===== config.mk =====
export PLATFORM = sky130hd
export DESIGN_NAME = xc_malu_sched_flat
export DESIGN_NICKNAME = d
export VERILOG_FILES = /design/src/rtl/xc_malu_sched_if.sv /design/src/rtl/xc_malu_sched.sv /design/src/flat_wrapper.sv
export SDC_FILE = /design/constraint.sdc
export NUM_CORES = 1
export LEC_CHECK = 0
export CORE_AREA = 2 2 182 184
export CTS_CLUSTER_SIZE = 24
export DETAILED_ROUTE_END_ITERATION = 10
export DIE_AREA = 0 0 184 186
export GPL_TIMING_DRIVEN = 1
export PLACE_DENSITY_LB_ADDON = 0.05
export SYNTH_ARGS = -nofsm -noshare
export SYNTH_HDL_FRONTEND = slang
export SYNTH_SLANG_ARGS = --single-unit
export TNS_END_PERCENT = 100

===== constraint.sdc =====
create_clock -name clock -period 12.47 [get_ports clock]
set_input_delay 1.247 -clock clock [delete_from_list [all_inputs] [get_ports clock]]
set_output_delay 1.247 -clock clock [all_outputs]
set_load 0.05 [all_outputs]

===== src/rtl/xc_malu_sched_if.sv =====
// Bundle between two requesters, the response consumer and the multi-cycle ALU.
// The scheduler uses the slave modport; the environment uses master.
interface xc_malu_sched_if;
  logic [1:0]  req_valid;
  logic [1:0]  req_ready;
  logic [7:0]  req_op;
  logic [5:0]  req_pw;
  logic [63:0] req_rs1;
  logic [63:0] req_rs2;
  logic [63:0] req_rs3;
  logic [1:0]  req_flush;
  logic        rsp_valid;
  logic        rsp_id;
  logic        rsp_err;
  logic [63:0] rsp_result;
  logic        rsp_ready;
  logic [31:0] malu_rs1;
  logic [31:0] malu_rs2;
  logic [31:0] malu_rs3;
  logic        malu_valid;
  logic        malu_flush;
  logic [13:0] malu_uop;
  logic [4:0]  malu_pw;
  logic [63:0] malu_result;
  logic        malu_ready;
  logic        busy;

  modport slave (
    input  req_valid, req_op, req_pw, req_rs1, req_rs2, req_rs3, req_flush,
    input  rsp_ready, malu_result, malu_ready,
    output req_ready, rsp_valid, rsp_id, rsp_err, rsp_result,
    output malu_rs1, malu_rs2, malu_rs3, malu_valid, malu_flush, malu_uop, malu_pw,
    output busy
  );

  modport master (
    output req_valid, req_op, req_pw, req_rs1, req_rs2, req_rs3, req_flush,
    output rsp_ready, malu_result, malu_ready,
    input  req_ready, rsp_valid, rsp_id, rsp_err, rsp_result,
    input  malu_rs1, malu_rs2, malu_rs3, malu_valid, malu_flush, malu_uop, malu_pw,
    input  busy
  );
endinterface


===== src/rtl/xc_malu_sched.sv =====
// Two-requester round-robin scheduler for a multi-cycle ALU with watchdog,
// owner flush and an IDLE/BUSY/RESP handshake FSM.
module xc_malu_sched #(
  parameter int TIMEOUT = 80
) (
  input logic           clock,
  input logic           reset,
  xc_malu_sched_if.slave bus
);
  typedef enum logic [1:0] {IDLE = 2'd0, BUSY = 2'd1, RESP = 2'd2} state_t;

  localparam logic [7:0] WDOG_LAST = 8'(TIMEOUT - 1);

  state_t      state_q;
  logic        last_q;
  logic [7:0]  wdog_q;
  logic [3:0]  op_q;
  logic [2:0]  pw_q;
  logic [31:0] rs1_q, rs2_q, rs3_q;
  logic        id_q;
  logic [63:0] res_q;
  logic        err_q;

  logic        gnt_any, gnt_id, legal, own_flush, timeout, in_busy, in_resp;
  logic [3:0]  sel_op;
  logic [2:0]  sel_pw;

  assign in_busy   = (state_q == BUSY);
  assign in_resp   = (state_q == RESP);
  assign gnt_any   = (state_q == IDLE) && (|bus.req_valid);
  // On a tie the requester that did not own the last operation wins.
  assign gnt_id    = (bus.req_valid == 2'b11) ? ~last_q : bus.req_valid[1];
  assign sel_op    = gnt_id ? bus.req_op[7:4] : bus.req_op[3:0];
  assign sel_pw    = gnt_id ? bus.req_pw[5:3] : bus.req_pw[2:0];
  assign legal     = (sel_op < 4'd14) && (sel_pw < 3'd5);
  assign own_flush = bus.req_flush[id_q];
  assign timeout   = (wdog_q == WDOG_LAST);

  always_ff @(posedge clock or posedge reset) begin
    if (reset) begin
      state_q <= IDLE;
      last_q  <= 1'b1;
      wdog_q  <= '0;
      op_q    <= '0;
      pw_q    <= '0;
      rs1_q   <= '0;
      rs2_q   <= '0;
      rs3_q   <= '0;
      id_q    <= 1'b0;
      res_q   <= '0;
      err_q   <= 1'b0;
    end else begin
      case (state_q)
        IDLE: begin
          if (gnt_any) begin
            op_q   <= sel_op;
            pw_q   <= sel_pw;
            rs1_q  <= gnt_id ? bus.req_rs1[63:32] : bus.req_rs1[31:0];
            rs2_q  <= gnt_id ? bus.req_rs2[63:32] : bus.req_rs2[31:0];
            rs3_q  <= gnt_id ? bus.req_rs3[63:32] : bus.req_rs3[31:0];
            id_q   <= gnt_id;
            wdog_q <= '0;
            if (legal) begin
              state_q <= BUSY;
            end else begin
              state_q <= RESP;
              err_q   <= 1'b1;
              res_q   <= '0;
            end
          end
        end
        BUSY: begin
          // Owner flush beats ALU completion, which beats the watchdog.
          if (own_flush) begin
            state_q <= IDLE;
            last_q  <= id_q;
          end else if (bus.malu_ready) begin
            res_q   <= bus.malu_result;
            err_q   <= 1'b0;
            state_q <= RESP;
          end else if (timeout) begin
            res_q   <= '0;
            err_q   <= 1'b1;
            state_q <= RESP;
          end else begin
            wdog_q  <= wdog_q + 8'd1;
          end
        end
        RESP: begin
          if (own_flush || bus.rsp_ready) begin
            state_q <= IDLE;
            last_q  <= id_q;
          end
        end
        default: state_q <= IDLE;
      endcase
    end
  end

  // Grant is combinational from req_valid, so it must be masked while reset is held.
  assign bus.req_ready  = (gnt_any && !reset) ? (gnt_id ? 2'b10 : 2'b01) : 2'b00;

  assign bus.malu_valid = in_busy;
  assign bus.malu_flush = in_busy && (own_flush || (!bus.malu_ready && timeout));
  assign bus.malu_uop   = in_busy ? (14'd1 << op_q) : 14'd0;
  assign bus.malu_pw    = in_busy ? (5'd1 << pw_q) : 5'd0;
  assign bus.malu_rs1   = rs1_q;
  assign bus.malu_rs2   = rs2_q;
  assign bus.malu_rs3   = rs3_q;

  assign bus.rsp_valid  = in_resp;
  assign bus.rsp_id     = in_resp && id_q;
  assign bus.rsp_err    = in_resp && err_q;
  assign bus.rsp_result = in_resp ? res_q : 64'd0;
  assign bus.busy       = (state_q != IDLE);
endmodule


===== src/flat_wrapper.sv =====
// flat-port wrapper written by rule: the top's interface ports become plain ports
module xc_malu_sched_flat 
#(
  parameter int TIMEOUT = 80
)
  (clock, reset, bus_req_valid, bus_req_op, bus_req_pw, bus_req_rs1, bus_req_rs2, bus_req_rs3, bus_req_flush, bus_rsp_ready, bus_malu_result, bus_malu_ready, bus_req_ready, bus_rsp_valid, bus_rsp_id, bus_rsp_err, bus_rsp_result, bus_malu_rs1, bus_malu_rs2, bus_malu_rs3, bus_malu_valid, bus_malu_flush, bus_malu_uop, bus_malu_pw, bus_busy);
  xc_malu_sched_if bus_i ();
  input logic clock;
  input logic reset;
  input wire logic [$bits(bus_i.req_valid)-1:0] bus_req_valid;
  input wire logic [$bits(bus_i.req_op)-1:0] bus_req_op;
  input wire logic [$bits(bus_i.req_pw)-1:0] bus_req_pw;
  input wire logic [$bits(bus_i.req_rs1)-1:0] bus_req_rs1;
  input wire logic [$bits(bus_i.req_rs2)-1:0] bus_req_rs2;
  input wire logic [$bits(bus_i.req_rs3)-1:0] bus_req_rs3;
  input wire logic [$bits(bus_i.req_flush)-1:0] bus_req_flush;
  input wire logic [$bits(bus_i.rsp_ready)-1:0] bus_rsp_ready;
  input wire logic [$bits(bus_i.malu_result)-1:0] bus_malu_result;
  input wire logic [$bits(bus_i.malu_ready)-1:0] bus_malu_ready;
  output wire logic [$bits(bus_i.req_ready)-1:0] bus_req_ready;
  output wire logic [$bits(bus_i.rsp_valid)-1:0] bus_rsp_valid;
  output wire logic [$bits(bus_i.rsp_id)-1:0] bus_rsp_id;
  output wire logic [$bits(bus_i.rsp_err)-1:0] bus_rsp_err;
  output wire logic [$bits(bus_i.rsp_result)-1:0] bus_rsp_result;
  output wire logic [$bits(bus_i.malu_rs1)-1:0] bus_malu_rs1;
  output wire logic [$bits(bus_i.malu_rs2)-1:0] bus_malu_rs2;
  output wire logic [$bits(bus_i.malu_rs3)-1:0] bus_malu_rs3;
  output wire logic [$bits(bus_i.malu_valid)-1:0] bus_malu_valid;
  output wire logic [$bits(bus_i.malu_flush)-1:0] bus_malu_flush;
  output wire logic [$bits(bus_i.malu_uop)-1:0] bus_malu_uop;
  output wire logic [$bits(bus_i.malu_pw)-1:0] bus_malu_pw;
  output wire logic [$bits(bus_i.busy)-1:0] bus_busy;
  assign bus_i.req_valid = bus_req_valid;
  assign bus_i.req_op = bus_req_op;
  assign bus_i.req_pw = bus_req_pw;
  assign bus_i.req_rs1 = bus_req_rs1;
  assign bus_i.req_rs2 = bus_req_rs2;
  assign bus_i.req_rs3 = bus_req_rs3;
  assign bus_i.req_flush = bus_req_flush;
  assign bus_i.rsp_ready = bus_rsp_ready;
  assign bus_i.malu_result = bus_malu_result;
  assign bus_i.malu_ready = bus_malu_ready;
  assign bus_req_ready = bus_i.req_ready;
  assign bus_rsp_valid = bus_i.rsp_valid;
  assign bus_rsp_id = bus_i.rsp_id;
  assign bus_rsp_err = bus_i.rsp_err;
  assign bus_rsp_result = bus_i.rsp_result;
  assign bus_malu_rs1 = bus_i.malu_rs1;
  assign bus_malu_rs2 = bus_i.malu_rs2;
  assign bus_malu_rs3 = bus_i.malu_rs3;
  assign bus_malu_valid = bus_i.malu_valid;
  assign bus_malu_flush = bus_i.malu_flush;
  assign bus_malu_uop = bus_i.malu_uop;
  assign bus_malu_pw = bus_i.malu_pw;
  assign bus_busy = bus_i.busy;
  xc_malu_sched #(.TIMEOUT(TIMEOUT)) u_core (.clock(clock), .reset(reset), .bus(bus_i));
endmodule

## Yosys cells after proc, flatten, opt, wreduce, memory -nomap -nowiden

Cells that the tools add are included.

| cells by class | value |
|---|---|
| add/sub/neg operators | 1 |
| multiply operators | 0 |
| div/mod/pow operators | 0 |
| magnitude comparators | 3 |
| eq/ne operators | 13 |
| shift operators | 2 |
| multiplexer cells | 40 |
| bitwise logic cells | 1 |
| reduce and logical (&&, ||, !) cells | 21 |

Operator list:

| operator | count |
|---|---|
| $mux W64 | 6 |
| $pmux W64 S2 | 1 |
| $mux W32 | 3 |
| $mux W8 | 4 |
| $mux W2 | 8 |
| $pmux W8 S2 | 1 |
| $mux W14 | 1 |
| $shl A1 B4 Y14 const A | 1 |
| $mux W1 | 10 |
| $ne A2 B2 Y1 const B | 5 |
| $reduce_and A5 Y1 | 2 |
| $add A8 B1 Y8 const B | 1 |
| $eq A8 B7 Y1 const B | 1 |
| $logic_and A1 B1 Y1 | 7 |
| $pmux W2 S3 | 1 |
| $reduce_and A3 Y1 | 2 |
| $reduce_bool A2 Y1 | 3 |
| $mux W5 | 1 |
| $shl A1 B3 Y5 const A | 1 |
| $eq A2 B2 Y1 const B | 2 |
| $lt A4 B4 Y1 const B | 1 |
| $mux W4 | 1 |
| $ne A2 B1 Y1 const B | 2 |
| $ne A4 B2 Y1 const B | 1 |
| 12 further kinds | 15 |

| word-level totals | value |
|---|---|
| flip-flop bits (word level) | 180 |
| bits in latches | 0 |
| bits in writable memories | 0 |
| memory bits (read-only) | 0 |
| input bits | 278 |
| output and inout port bits | 187 |
| logic and storage cells | 92 |
| memories kept | 0 |

## Longest topological paths before layout

| depth | value |
|---|---|
| depth after elaboration | 8 |
| gate-level depth with buffers | 8 |
| gate-level depth less buffers | 6 |

## Worst setup path after synthesis

Ideal clock, no wire load.

| timing path | value |
|---|---|
| path kind | input to output |
| from | in reset |
| to | out bus_req_ready[1] |
| arrival time | 5.869 ns |
| required time | 11.223 ns |
| path slack | 5.354 ns |
| cell stages on the path | 2 |
| buffers on the path | 0 |
| cells stage by stage | inv_1 > and3_1 |

| on the way | value |
|---|---|
| longest elaborated chain between the ends | 3 |

Ends and longest elaborated chain:

| what | line | RTL |
|---|---|---|
| from (decl) | flat_wrapper.sv:9 | `input logic reset;` |
| $logic_not A1 Y1 (no line) | n/a |  |
| $logic_and A1 B1 Y1 | xc_malu_sched.sv:101 | `assign bus.req_ready = (gnt_any && !reset) ? (gnt_id ? 2'b10 : 2'b01) : 2'b00;` |
| $mux W2 | xc_malu_sched.sv:101 |  |
| to (decl) | flat_wrapper.sv:20 | `output wire logic [$bits(bus_i.req_ready)-1:0] bus_req_ready;` |

Every way passes these cells.

## Worst setup path in the final report

| timing path | value |
|---|---|
| from | in bus_req_valid[1] |
| to | out bus_req_ready[1] |

| on the way | value |
|---|---|
| longest elaborated chain between the ends | 4 |
| elaborated cells on any way between the ends | 7 |
| those cells by class | eq/ne (1); mux (3); reduce/logical (3) |

Ends and longest elaborated chain:

| what | line | RTL |
|---|---|---|
| from (decl) | flat_wrapper.sv:10 | `input wire logic [$bits(bus_i.req_valid)-1:0] bus_req_valid;` |
| $eq A2 B2 Y1 or $reduce_or A2 Y1 (tied branches) | xc_malu_sched.sv:32, xc_malu_sched.sv:30 |  |
| $mux W1 or $logic_and A1 B1 Y1 (tied branches) | xc_malu_sched.sv:32, xc_malu_sched.sv:30 |  |
| $mux W2 or $logic_and A1 B1 Y1 (tied branches) | xc_malu_sched.sv:101 |  |
| $mux W2 * | xc_malu_sched.sv:101 |  |

Mark *: on every way between the ends. The rest lies on a longest branch, timed or not.

==> impl_metrics.toml <==
[global_routing]
grt-ovfl-total = 0
grt_start_max_net_pins = 130
grt_pass1_wl_mm = 44.1
grt_pass1_vias = 7253
grt_usage_pct = 17.2
antenna_found_initial = 0

[worst_setup_path]
worstSetupEndpointType = "output port"
worstPathRequired_ps = 11220
path_class = "in -> out"
start_kind = "input port"
worstPathMaxFanout = 40
crit_arrival_ps = 4370
reg2regPathDepth = 5
rr_startpoint = "u_core.state_q[0]"
crit_path_start = "bus_req_valid[1]"
crit_end = "bus_req_ready[1]"
ff2ff_setup_slack_ps = 9760
r2r_end = "u_core.bus.malu_rs2[15]"

[clocking]
cts_buffers = 17
post_cts_buffers = 0
path_clk_slew_ps = 70
cts_sinks = 180
cts.path.max_buffers = 2
cts_tree = "built"
worstSkewPairLatency_ps = 430
cts_root_buffer = "clkbuf_16"
cts_resized = 0
ctsHoldBuffers = 0
cts.htree.levels = 4

[final_layout]
multiInputGateArea_sq_um = 3520
area_growth_pct = 67.2
fillers = 3126
final_common_cell = "clkdlybuf4s50_1"
final_nets = 1491
layout_common_cells = "464 x clkdlybuf4s50_1, 179 x dfrtp_1, 114 x o21ai_0, 114 x nand2_1, 105 x mux2i_1"
seqCellArea_sq_um = 4510
drive_above_1_share_pct = 4.08
num_antenna_cells = 0

[yosys]
synth_nets = 1059
synth.area.top_cells = "dfrtp_1 54%, mux2i_1 13%, o21ai_0 6.9%, a22o_1 6.9%, nand2_1 5.2%"
avgSynthCellArea_sq_um = 10.6
synth-seq-area-share_pct = 54.2
yosys_warnings = 0
yosys.area.top_type_share_pct = 53.9
yosys.area.top_type = "dfrtp_1"
synth.cell_area_sq_um = 8310
ys_ff_latch = 180
syn_inst = 780
ys_types = 42

[min_path]
min_from = "u_core.bus.malu_rs2[23]"
hp-class = "reg -> reg"

[sta]
rsz0062_at_grt = "false"
hold_ws_ps = 478
hold_viol_final = 0
finalCriticalPeriod_ps = 5620
relSlewSlack_pct = 27.2
setup_viol = 0
worst_slack_ps = 6850
finalCritPeriodShare_pct = 45.1
slew_violations = 0
fmax_mhz = 178
fin_skew_ps = 9.85
worstMarginPinSlew_ps = 1090
finalSetupTns_ps = 0

[floorplan]
pin_count = 465
die_w_um = 184
core_sq_um = 32200
floorplan.die.height_um = 186
initial_core_util_pct = 25.8
std_cell_rows = 66
die-area_sq_um = 34200

[power_and_ir_drop]
power_density_nw_per_um2 = 239
vdd_drop_max_mv = 0.127
p_leak_nw = 5.92
fin_total_pwr_mw = 3.32

[detailed_routing]
post_drt_via_cell_ratio = 4.45
vias = 7264
first_iter_violations = 244
drc = 0
dr.pass1.iters = 4
ant_nets = 0
wire_per_inst_um = 18.5
wirelength_mm = 30.2

[status]
status = "completed"

[place]
gp_congestion = 0.745
numPortBuffers = 464
dp_slack_ps = 6790
post-dp-hpwl_mm = 22.0

[run]
cap_violations = 0
## how the worst min path moves through the flow
stage | endpoint | cells past startpoint
2_1_floorplan | u_core.last_q | 2
3_3_place_gp | u_core.bus.malu_rs1[26] | 2
3_5_place_dp | u_core.bus.malu_rs1[4] | 2
4_1_cts | u_core.bus.malu_rs1[23] | 2
5_1_grt | u_core.bus.malu_rs1[0] | 2
6_report | u_core.bus.malu_rs2[23] | 2
## metal layers
metal  share of wire, %  track usage [%]
met5                  0                0
met3                8.1             6.24
met4                1.7             5.41
met1                 39             19.6
met2                 51             30.2
## cell type report
type	count	area share, %
Timing Repair Buffer	472	33.9
Sequential cell	180	32.4
Multi-Input combinational cell	535	25.4
Tap cell	408	3.68
Clock buffer	21	3.32
Clock inverter	11	1.09
Inverter	6	0.216
## synth_stat cells, drive strengths merged
cell,instances
a2111oi,1
a21o,1
or3,3
clkbuf,30
xor2,3
nor4b,4
nand2,114
buf,29
nand3b,1
nor3,6
nor4,1
nand2b,3
and3,3
a221o,1
and2,66
xnor2,1
a21boi,1
nor2,19
a22o,65
mux2i,105
mux2,1
dfrtp,179
nand4,2
dfstp,1
ha,1
o32ai,1
nor2b,2
a21oi,7
o21a,1
nand4b,1
and4b,1
nand3,4
o21ai,116
inv,6
## stage by stage
step / std cells / util, % / instance area (sq um)
2_1_floorplan: 780 / - / 8310
3_3_place_gp: 1601 / 41.2 / 13300
3_5_place_dp: 1601 / 41.2 / 13300
4_1_cts: 1633 / 43.1 / 13900
5_1_grt: 1633 / 43.1 / 13900
6_report: 1633 / 43.1 / 13900
## where the power goes
part           total [mW]  internal, mW  leakage (nW)  switching, mW
combinational        1.78         0.594          3.31           1.19
sequential          0.967         0.827          2.31          0.140
clock               0.573         0.329         0.298          0.245
## sequential cells by signal (all words and copies together), names as in the netlist
register and count:
u_core.bus.malu_rs1 32, u_core.bus.malu_rs2 32, u_core.bus.malu_rs3 32, u_core.err_q 1, u_core.id_q 1, u_core.last_q 1
u_core.op_q 4, u_core.pw_q 3, u_core.res_q 64, u_core.state_q 2, u_core.wdog_q 8
## worst max-delay path: stages
cell and delay (ps):
clkdlybuf4s50_1 560, a21boi_4 740, buf_4 680, and3_1 260, clkdlybuf4s50_1 880
## cells by family after synthesis
kind of cell | count (synthesis) | synth area share (%)
xor gates and xnor gates | 4 | 0.422
AOI/OAI and AO/OA | 194 | 15.1
muxes | 106 | 12.8
buffers and inverters | 65 | 3.71
adders and majority gates | 1 | 0.151
DFF | 180 | 54.2
and+or+nand+nor | 230 | 13.6
Note: power is estimated with default switching activity, not from simulation.
